`src/rtl/stack_pkg.sv`:
```
// stack_pkg: shared defaults and width helpers for the parameterised stack.
//   DATA_W_DEF : default entry width in bits
//   DEPTH_DEF  : default number of entries (power of two, 2..256)
//   ptr_w()    : count/pointer width wide enough to hold the value DEPTH
package stack_pkg;

   localparam int unsigned DATA_W_DEF = 8;
   localparam int unsigned DEPTH_DEF  = 32;

   function automatic int unsigned ptr_w(input int unsigned depth);
      return $clog2(depth) + 1;
   endfunction

endpackage

```
`src/rtl/stack_mem.sv`:
```
// stack_mem: storage array for param_stack.
//   clk, rst_n : clock, asynchronous active-low reset (zeroes every entry)
//   we         : write enable for the synchronous write port
//   clr        : with we, write zero instead of wdata
//   waddr      : write address
//   wdata      : write data
//   raddr      : asynchronous read address
//   rdata      : asynchronous read data
module stack_mem #(
   parameter int unsigned DATA_W = 8,
   parameter int unsigned DEPTH  = 32,
   parameter int unsigned AW     = 5
) (
   input  logic              clk,
   input  logic              rst_n,
   input  logic              we,
   input  logic              clr,
   input  logic [AW-1:0]     waddr,
   input  logic [DATA_W-1:0] wdata,
   input  logic [AW-1:0]     raddr,
   output logic [DATA_W-1:0] rdata
);

   logic [DATA_W-1:0] mem [DEPTH];

   always_ff @(posedge clk or negedge rst_n) begin
      if (!rst_n) begin
         for (int unsigned i = 0; i < DEPTH; i++) begin
            mem[i] <= '0;
         end
      end else if (we) begin
         mem[waddr] <= clr ? '0 : wdata;
      end
   end

   assign rdata = mem[raddr];

endmodule

```
`src/rtl/param_stack.sv`:
```
// param_stack: LIFO stack with registered result port and sticky error flags.
//   clk, rst_n : clock, asynchronous active-low reset
//   data_in    : operand for push
//   push       : push data_in
//   pop        : remove and return top entry (with push: replace top)
//   tos        : return top entry without removing it
//   clr_err    : clear overflow/underflow (a new error in the same cycle wins)
//   res_stk    : registered result of pop/tos
//   res_valid  : one-cycle strobe, res_stk updated this cycle
//   count      : number of stored entries
//   full/empty : count == DEPTH / count == 0
//   overflow   : sticky, a push was rejected
//   underflow  : sticky, a pop or tos was rejected
module param_stack
   import stack_pkg::*;
#(
   parameter  int unsigned DATA_W = DATA_W_DEF,
   parameter  int unsigned DEPTH  = DEPTH_DEF,
   localparam int unsigned PTR_W  = ptr_w(DEPTH)
) (
   input  logic              clk,
   input  logic              rst_n,
   input  logic [DATA_W-1:0] data_in,
   input  logic              push,
   input  logic              pop,
   input  logic              tos,
   input  logic              clr_err,
   output logic [DATA_W-1:0] res_stk,
   output logic              res_valid,
   output logic [PTR_W-1:0]  count,
   output logic              full,
   output logic              empty,
   output logic              overflow,
   output logic              underflow
);

   localparam int unsigned AW = PTR_W - 1;

   logic [AW-1:0]     top_addr;
   logic [DATA_W-1:0] top_data;
   logic              mem_we;
   logic              mem_clr;
   logic [AW-1:0]     mem_waddr;
   logic [PTR_W-1:0]  count_nxt;
   logic              valid_nxt;
   logic              ovf_set;
   logic              unf_set;

   assign full     = (count == PTR_W'(DEPTH));
   assign empty    = (count == '0);
   assign top_addr = AW'(count - PTR_W'(1));

   stack_mem #(
      .DATA_W (DATA_W),
      .DEPTH  (DEPTH),
      .AW     (AW)
   ) u_mem (
      .clk   (clk),
      .rst_n (rst_n),
      .we    (mem_we),
      .clr   (mem_clr),
      .waddr (mem_waddr),
      .wdata (data_in),
      .raddr (top_addr),
      .rdata (top_data)
   );

   // tos dominates; pop covers both plain pop and push+pop replace.
   always_comb begin
      count_nxt = count;
      valid_nxt = 1'b0;
      ovf_set   = 1'b0;
      unf_set   = 1'b0;
      mem_we    = 1'b0;
      mem_clr   = 1'b0;
      mem_waddr = top_addr;
      if (tos) begin
         if (empty) unf_set = 1'b1;
         else       valid_nxt = 1'b1;
      end else if (pop) begin
         if (empty) begin
            unf_set = 1'b1;
         end else begin
            valid_nxt = 1'b1;
            mem_we    = 1'b1;
            mem_clr   = !push;
            if (!push) count_nxt = count - PTR_W'(1);
         end
      end else if (push) begin
         if (full) begin
            ovf_set = 1'b1;
         end else begin
            mem_we    = 1'b1;
            mem_waddr = AW'(count);
            count_nxt = count + PTR_W'(1);
         end
      end
   end

   always_ff @(posedge clk or negedge rst_n) begin
      if (!rst_n) begin
         count     <= '0;
         res_stk   <= '0;
         res_valid <= 1'b0;
         overflow  <= 1'b0;
         underflow <= 1'b0;
      end else begin
         count     <= count_nxt;
         res_valid <= valid_nxt;
         if (valid_nxt) res_stk <= top_data;
         overflow  <= ovf_set | (overflow  & !clr_err);
         underflow <= unf_set | (underflow & !clr_err);
      end
   end

endmodule

```
`config.mk`:
```
export PLATFORM = sky130hd
export DESIGN_NAME = param_stack
export DESIGN_NICKNAME = d
export VERILOG_FILES = /design/src/rtl/stack_pkg.sv /design/src/rtl/stack_mem.sv /design/src/rtl/param_stack.sv
export SDC_FILE = /design/constraint.sdc
export NUM_CORES = 1
export LEC_CHECK = 0
export CAP_MARGIN = 20
export CORE_MARGIN = 1.5
export CORE_UTILIZATION = 50
export CTS_BUF_LIST = sky130_fd_sc_hd__clkbuf_8
export DETAILED_ROUTE_END_ITERATION = 12
export PLACE_DENSITY = 0.67
export SLEW_MARGIN = 20
export SYNTH_ARGS = -nofsm -noshare
export SYNTH_HDL_FRONTEND = slang
export SYNTH_SLANG_ARGS = --single-unit
```
`constraint.sdc`:
```
create_clock -name clk -period 3.58 [get_ports clk]
set_input_delay 0.537 -clock clk [delete_from_list [all_inputs] [get_ports clk]]
set_output_delay 0.537 -clock clk [all_outputs]
set_load 0.02 [all_outputs]
```
==> results_dict.tcl, run 1 <==
set metrics [dict create \
    regArea_um2 6840 \
    hpwl_um 20800 \
    numCtsBuffers 47 \
    synth_flop_cell "dfrtp_1" \
    layout_min_cycle_time_ns 3.37 \
    peakVddDrop_mv 0.410 \
    total_power_mw 14.2 \
    start_util_pct 51.0 \
    netlist_instances 956 \
    syn_area_um2 13300 \
    rsz0062_at_grt "no" \
    cap_violations 0 \
    nets 1046 \
    syn_to_final_growth_pct 14.0 \
    fin_ws_ns 0.206 \
    synth.distinct_cells 66 \
    die_h_um 166 \
    drt-initial-drc-count 713 \
    core_region_area_um2 26100 \
    synth_seq_cells 273 \
    worstPathRequired_ns 3.04 \
    routabilityCongestion 0.897 \
    slew_viol_final 0 \
    htreeDepth 2 \
    dp_cells 1315 \
    cts.path.max_buffers 3 \
    ant_nets 0 \
    gr-total-overflow 0 \
    fin_setup_tns_ns 0 \
    startpoint_type "register" \
    dieArea_um2 27600 \
    cts_tree "done" \
    n_antenna_cell 0 \
    synth_edf_count 0 \
    tightest_slew_ns 0.946 \
    grt_max_degree 82 \
    p_comb_share_pct 44.6 \
    rows 59 \
    p_leak_nw 6.69 \
    route.detailed.drc 8 \
    finalSetupViolCount 0 \
    relSlewSlack_pct 36.6 \
    wl_per_cell_um 23.3 \
    seq_power_share_pct 35.9 \
    cts_sinks 273 \
    power_density_nw_per_um2 936 \
    skew_ns 0.0120 \
    antenna_found_initial 0 \
    switching_share_pct 37.0 \
    yosysSeqAreaShare_pct 51.3 \
    critPathKind "register to output port" \
    port_buffers 32 \
    syn-num-nets 972 \
    cts_setup_buffers 0 \
    ios 33 \
    async_flop_share_pct 100 \
    cp_max_fo 6 \
    multi_input_area_um2 6230 \
    end_kind "output port" \
    status "complete, but fails checks" \
    cts.clk_slew.worst_paths_ns 0.06 \
    first_global_vias 8847 \
    fmax_ghz 0.296 \
    finalNonFillerCells 1392 \
    syn_avg_cell_area_um2 13.9 \
    place_area_um2 14300 \
    die_width_um 166 \
    grt_pass1_wl_um 52600 \
    yosys_warnings 0 \
    cts_root_buf "clkbuf_8" \
    avgViaCountPerCell 6.08 \
    fin_crit_sh_pct 94.3 \
    internal_power_mw 8.95 \
    final.fill_count 2119 \
    p_switching_mw 5.26 \
    drive_above_1_share_pct 47.2 \
    hold_viol_final 0 \
    wl_um 32400 \
    dr_total_vias 8461 \
    finalInstanceArea_um2 15200 \
    hold_path.class "register to register" \
    dr.pass1.iters 9 \
    clkPwrFrac_pct 19.4 \
    worstPathArrival_ns 2.84 \
    violations "design-rule violations" \
    pre_cts_ws_ns 0.193 \
    grtUsageTotal_pct 24.7 \
    clkLatencyLatePin_ns 0.57 \
]
[final cells by class]
class / instances / share of cell area (%)
Inverter: 8 / 0.198
Sequential cell: 273 / 45.0
Clock buffer: 54 / 4.89
Tap cell: 335 / 2.76
Timing Repair Buffer: 90 / 5.11
Multi-Input combinational cell: 610 / 41.0
Clock inverter: 22 / 0.997
[path summary, 6_finish.rpt]
check,depth (start not counted),startpoint,endpoint,slack (ns)
min,1,u_mem.mem[60],u_mem.mem[60],0.49
max,5,count[0],empty,0.21
min reg2reg,1,u_mem.mem[60],u_mem.mem[60],0.49
min in group asynchronous,2,rst_n,u_mem.mem[105],0.51
max reg2reg,9,count[0],u_mem.mem[192],0.28
max in group asynchronous,3,rst_n,u_mem.mem[248],2.12
[placed cells by master (no fill, tap or decap), types with 3 or more instances in the layout]
| master | synthesis | routed |
|---|---|---|
| a31oi_1 | 10 | 10 |
| or2_2 | 3 | 3 |
| mux4_2 | 52 | 52 |
| mux2_2 | 263 | 263 |
| nand4_2 | 4 | 4 |
| o211ai_2 | 5 | 5 |
| mux2i_1 | 7 | 7 |
| nand3_2 | 4 | 4 |
| nor2b_1 | 12 | 4 |
| nand2_1 | 70 | 70 |
| nor3_2 | 5 | 6 |
| dfrtp_1 | 273 | 272 |
| nor4_1 | 3 | 3 |
| nor2_1 | 23 | 23 |
| a211oi_2 | 4 | 4 |
| a2111oi_4 | 4 | 4 |
| a32oi_1 | 6 | 6 |
| o2111ai_2 | 4 | 4 |
| clkinv_2 | 0 | 6 |
| a211oi_1 | 5 | 5 |
| buf_4 | 2 | 56 |
| a21oi_1 | 20 | 20 |
| clkbuf_8 | 0 | 54 |
| clkdlybuf4s50_1 | 0 | 31 |
| nor2b_2 | 0 | 8 |
| xor2_1 | 4 | 3 |
| nand3_1 | 30 | 30 |
| inv_1 | 6 | 18 |
| xnor2_1 | 5 | 4 |
| o32ai_1 | 4 | 4 |
| o221ai_1 | 7 | 7 |
| o21ai_0 | 14 | 14 |
[repair_timing]
| action | CTS | global route |
|---|---|---|
| setup endpoints to repair | 0 | 0 |
| hold buffers | 1 | 0 |
| resized for setup | 0 | 0 |
| endpoints found under the hold margin | 63 | 0 |
[per-stage QoR]
step | hold slack [ns] | util, %
floorplan | 0.241 | -
global placement | 0.466 | 54.7
detailed placement | 0.482 | 54.7
CTS | 0.494 | 58.1
global route | 0.499 | 58.1
finish | 0.486 | 58.1
[critical path, cell delays in order, from the launching register on]
cell             delay [ns]
dfrtp_4                0.49
clkinv_1               0.08
ha_2                   0.19
or4b_2                 0.68
nor2_1                 0.20
clkdlybuf4s50_1        0.63
[per-layer routing]
metal / vias up / wire length [um] / GRT usage, %
li1: 3715 / - / -
met1: 4461 / 15200 / 35.6
met2: 225 / 14800 / 38.0
met3: 60 / 1600 / 4.79
met4: 0 / 890 / 7.79
met5: - / 0 / 0
[power groups by stage]
stage               Combinational (mW)  Sequential, mW  Clock (mW)
CTS                               6.36            5.09        2.83
finish                            6.34            5.11        2.76
floorplan                         4.60            4.98           0
detailed placement                6.34            5.13           0
global route                      6.83            5.26        2.96
global placement                  6.23            5.09           0
[Yosys cell counts, types with 3 or more instances]
| master | instances | area share [%] |
|---|---|---|
| a2111oi_4 | 4 | 0.83 |
| a211oi_1 | 5 | 0.28 |
| a211oi_2 | 4 | 0.38 |
| a21oi_1 | 20 | 0.75 |
| a31oi_1 | 10 | 0.47 |
| a32oi_1 | 6 | 0.39 |
| buf_1 | 5 | 0.14 |
| buf_2 | 13 | 0.49 |
| clkbuf_1 | 43 | 1.2 |
| dfrtp_1 | 273 | 51 |
| inv_1 | 6 | 0.17 |
| mux2_2 | 263 | 22 |
| mux2i_1 | 7 | 0.53 |
| mux4_2 | 52 | 8.8 |
| nand2_1 | 70 | 2.0 |
| nand3_1 | 30 | 1.1 |
| nand3_2 | 4 | 0.30 |
| nand4_2 | 4 | 0.38 |
| nor2_1 | 23 | 0.65 |
| nor2b_1 | 12 | 0.56 |
| nor3_1 | 3 | 0.11 |
| nor3_2 | 5 | 0.38 |
| nor4_1 | 3 | 0.14 |
| o2111ai_2 | 4 | 0.45 |
| o211ai_2 | 5 | 0.47 |
| o21ai_0 | 14 | 0.53 |
| o221ai_1 | 7 | 0.46 |
| o32ai_1 | 4 | 0.26 |
| or2_2 | 3 | 0.14 |
| xnor2_1 | 5 | 0.33 |
| xor2_1 | 4 | 0.26 |
[sequential cells by signal, summed over array words and instances, names as in the netlist]
name and cells:
res_stk 8, overflow 1, u_mem.mem 256, count 6, res_valid 1, underflow 1
[cells by family (layout without fill, tap and decap cells)]
family | Yosys count | in the layout | share of synthesized area (%)
adder cells (fa/ha/maj) | 2 | 2 | 0.188
buffers and inverters | 73 | 174 | 2.30
AO/OA/AOI/OAI | 100 | 100 | 6.74
XOR/XNOR | 9 | 9 | 0.592
multiplexers | 323 | 323 | 31.6
flip-flops | 273 | 273 | 51.3
AND/OR/NAND/NOR | 176 | 176 | 7.25
Power figures use the tool's default switching activity.
==> run 2, diff against run 1 <==
- SYNTH_HIERARCHICAL: default -> 1
==> run 2 against run 1 <==
Compared with the run above: critical path depth is 3 higher; register-to-register slack worse by 0.10 ns; the flow now finishes without violations; clock power is 4% lower; utilization is 0.084 points lower; highest routed layer unchanged; largest power group unchanged.
==> results_dict.tcl, run 2 <==
set metrics [dict create \
    syn_to_final_growth_pct 14.6 \
    netlist_instances 796 \
    drive_above_1_share_pct 53.3 \
    skew_ns 0.0270 \
    avgViaCountPerCell 5.90 \
    synth.distinct_cells 40 \
    cp_max_fo 12 \
    yosys_warnings 6 \
    yosysMostFrequentCell "dfrtp_1" \
    die_width_um 162 \
    yosys-top-cells-count "dfrtp_1 (273), mux2_2 (272), mux4_2 (80)" \
    dr.pass1.iters 4 \
    busiest_layer "met2" \
    startpoint_type "register" \
    grt_max_degree 87 \
    drt-initial-drc-count 406 \
    syn_avg_cell_area_um2 15.9 \
    cts_setup_buffers 0 \
    gr-total-overflow 0 \
    syn_area_um2 12700 \
    hold_path.class "register to register" \
    end_kind "register" \
    clkLatencyLatePin_ns 0.55 \
    dp_cells 1148 \
    status "finished clean" \
    synth_edf_count 0 \
    hpwl_um 19200 \
    rsz0062_at_grt "no" \
    numCtsBuffers 46 \
    cts.clk_slew.worst_paths_ns 0.06 \
    total_power_mw 13.8 \
    rows 58 \
    fmax_ghz 0.294 \
    power_density_nw_per_um2 950 \
    port_buffers 32 \
    worstPathArrival_ns 3.82 \
    cts_tree "done" \
    synth.area.top_cells "dfrtp_1 (54%), mux2_2 (24%), mux4_2 (14%)" \
    final_core_util_pct 58.0 \
    ant_nets 0 \
    syn-num-nets 813 \
    synth_flop_cell "dfrtp_1" \
    core_region_area_um2 25000 \
    layout_min_cycle_time_ns 3.40 \
    grt_use_met3_pct 3.73 \
    cts_root_buf "clkbuf_8" \
    relSlewSlack_pct 51.3 \
    yosysSeqAreaShare_pct 53.9 \
    critPathKind "register to register" \
    dieArea_um2 26300 \
    tightest_slew_ns 0.722 \
    finalNonFillerCells 1231 \
    first_global_vias 7803 \
    fin_setup_tns_ns 0 \
    yosysTopAreaCellShare_pct 53.9 \
    wl_um 28900 \
    async_flop_share_pct 100 \
    fin_crit_sh_pct 95.0 \
    ios 33 \
    antenna_found_initial 1 \
    hold_viol_final 0 \
    finalSetupViolCount 0 \
    nets 884 \
    cap_violations 0 \
    peakVddDrop_mv 0.512 \
    largest_register_ffs 256 \
    dr_total_vias 7267 \
    htreeDepth 2 \
    route.detailed.drc 0 \
    cts.path.max_buffers 3 \
    final_cell_mix "dfrtp_1 (273), mux2_2 (272), mux4_2 (80)" \
    worstPathRequired_ns 4.00 \
    finalInstanceArea_um2 14500 \
    met2_usage_pct 38.1 \
    place_area_um2 13600 \
    wl_per_cell_um 23.5 \
    grtUsageTotal_pct 23.1 \
    p_leak_nw 6.71 \
    layout_commonest_cell "dfrtp_1" \
    yosysTopAreaCell "dfrtp_1" \
    routabilityCongestion 0.814 \
    die_h_um 162 \
    slew_viol_final 0 \
    cts_sinks 273 \
    reg_top3 "u_mem/mem (256), res_stk (8), count (6)" \
    grt_pass1_wl_um 45700 \
    grtUsageMet1_pct 31.0 \
    synth_seq_cells 273 \
    top_register "u_mem/mem" \
    start_util_pct 50.7 \
]
[run 2: metrics by stage]
stage | worst slack [ns] | hold slack [ns]
2_1_floorplan | 0.435 | 0.241
3_3_place_gp | 0.156 | 0.475
3_5_place_dp | 0.0841 | 0.488
4_1_cts | 0.0508 | 0.501
5_1_grt | 0.0114 | 0.508
6_report | 0.179 | 0.501
[run 2: worst max-delay path, cell delays in order, from the launching register on]
cell	delay, ns
dfrtp_1	0.45
inv_1	0.13
ha_1	0.17
or4b_4	0.50
o21ai_4	0.33
xnor2_1	0.23
nor3b_1	0.66
nand2_1	0.41
mux2_2	0.39
[run 2: what timing repair did]
action | in CTS | in global routing
gates resized for setup | 0 | 4
endpoints found under the hold margin | 62 | 0
setup endpoints to repair | 0 | 147
hold buffers | 1 | 0
[run 2: cells by family after synthesis]
logic type,Yosys count,synth area share (%)
adder cells (fa/ha/maj),3,0.296
XOR/XNOR,9,0.622
AO/OA/AOI/OAI,18,1.10
flip-flops,273,53.9
AND/OR/NAND/NOR,74,3.19
buffers and inverters,64,2.34
multiplexers,355,38.6
[run 2: where the power goes]
part           switching (mW)  internal [mW]  leakage, nW
logic                    2.76           3.46         2.58
registers               0.630           4.31         3.60
clock network            1.19           1.45        0.536
[run 2: layer usage]
layer	wire length (um)	up-vias	share of wire (%)
li1	-	3114	-
met1	12400	3916	43
met2	14600	172	51
met3	1060	65	3.7
met4	849	0	2.9
met5	0	-	0
[run 2: path summary, 6_finish.rpt]
kind / startpoint / endpoint / slack, ns / cells after the start
max reg2reg: count[1] / u_mem/mem[189] / 0.18 / 8
max in group asynchronous: rst_n / u_mem/mem[27] / 2.10 / 3
min in group asynchronous: rst_n / u_mem/mem[254] / 0.54 / 2
min: u_mem/mem[196] / u_mem/mem[196] / 0.50 / 1
min reg2reg: u_mem/mem[196] / u_mem/mem[196] / 0.50 / 1
max: count[1] / u_mem/mem[189] / 0.18 / 8
[run 2: final cells by class]
type	count	area [um2]
multi-input combinational	459	5620
fill	1933	10500
antenna	1	2.50
inverter	8	32.5
timing repair buffer	79	743
clock buffer	55	757
sequential	273	6830
clock inverter	26	129
tap	330	413
==> run 3, diff against run 2 <==
- CTS_CLUSTER_DIAMETER: default -> 120
==> results of run 3 <==
Same layout as run 2: the final DEF is identical, and so are final timing and power.
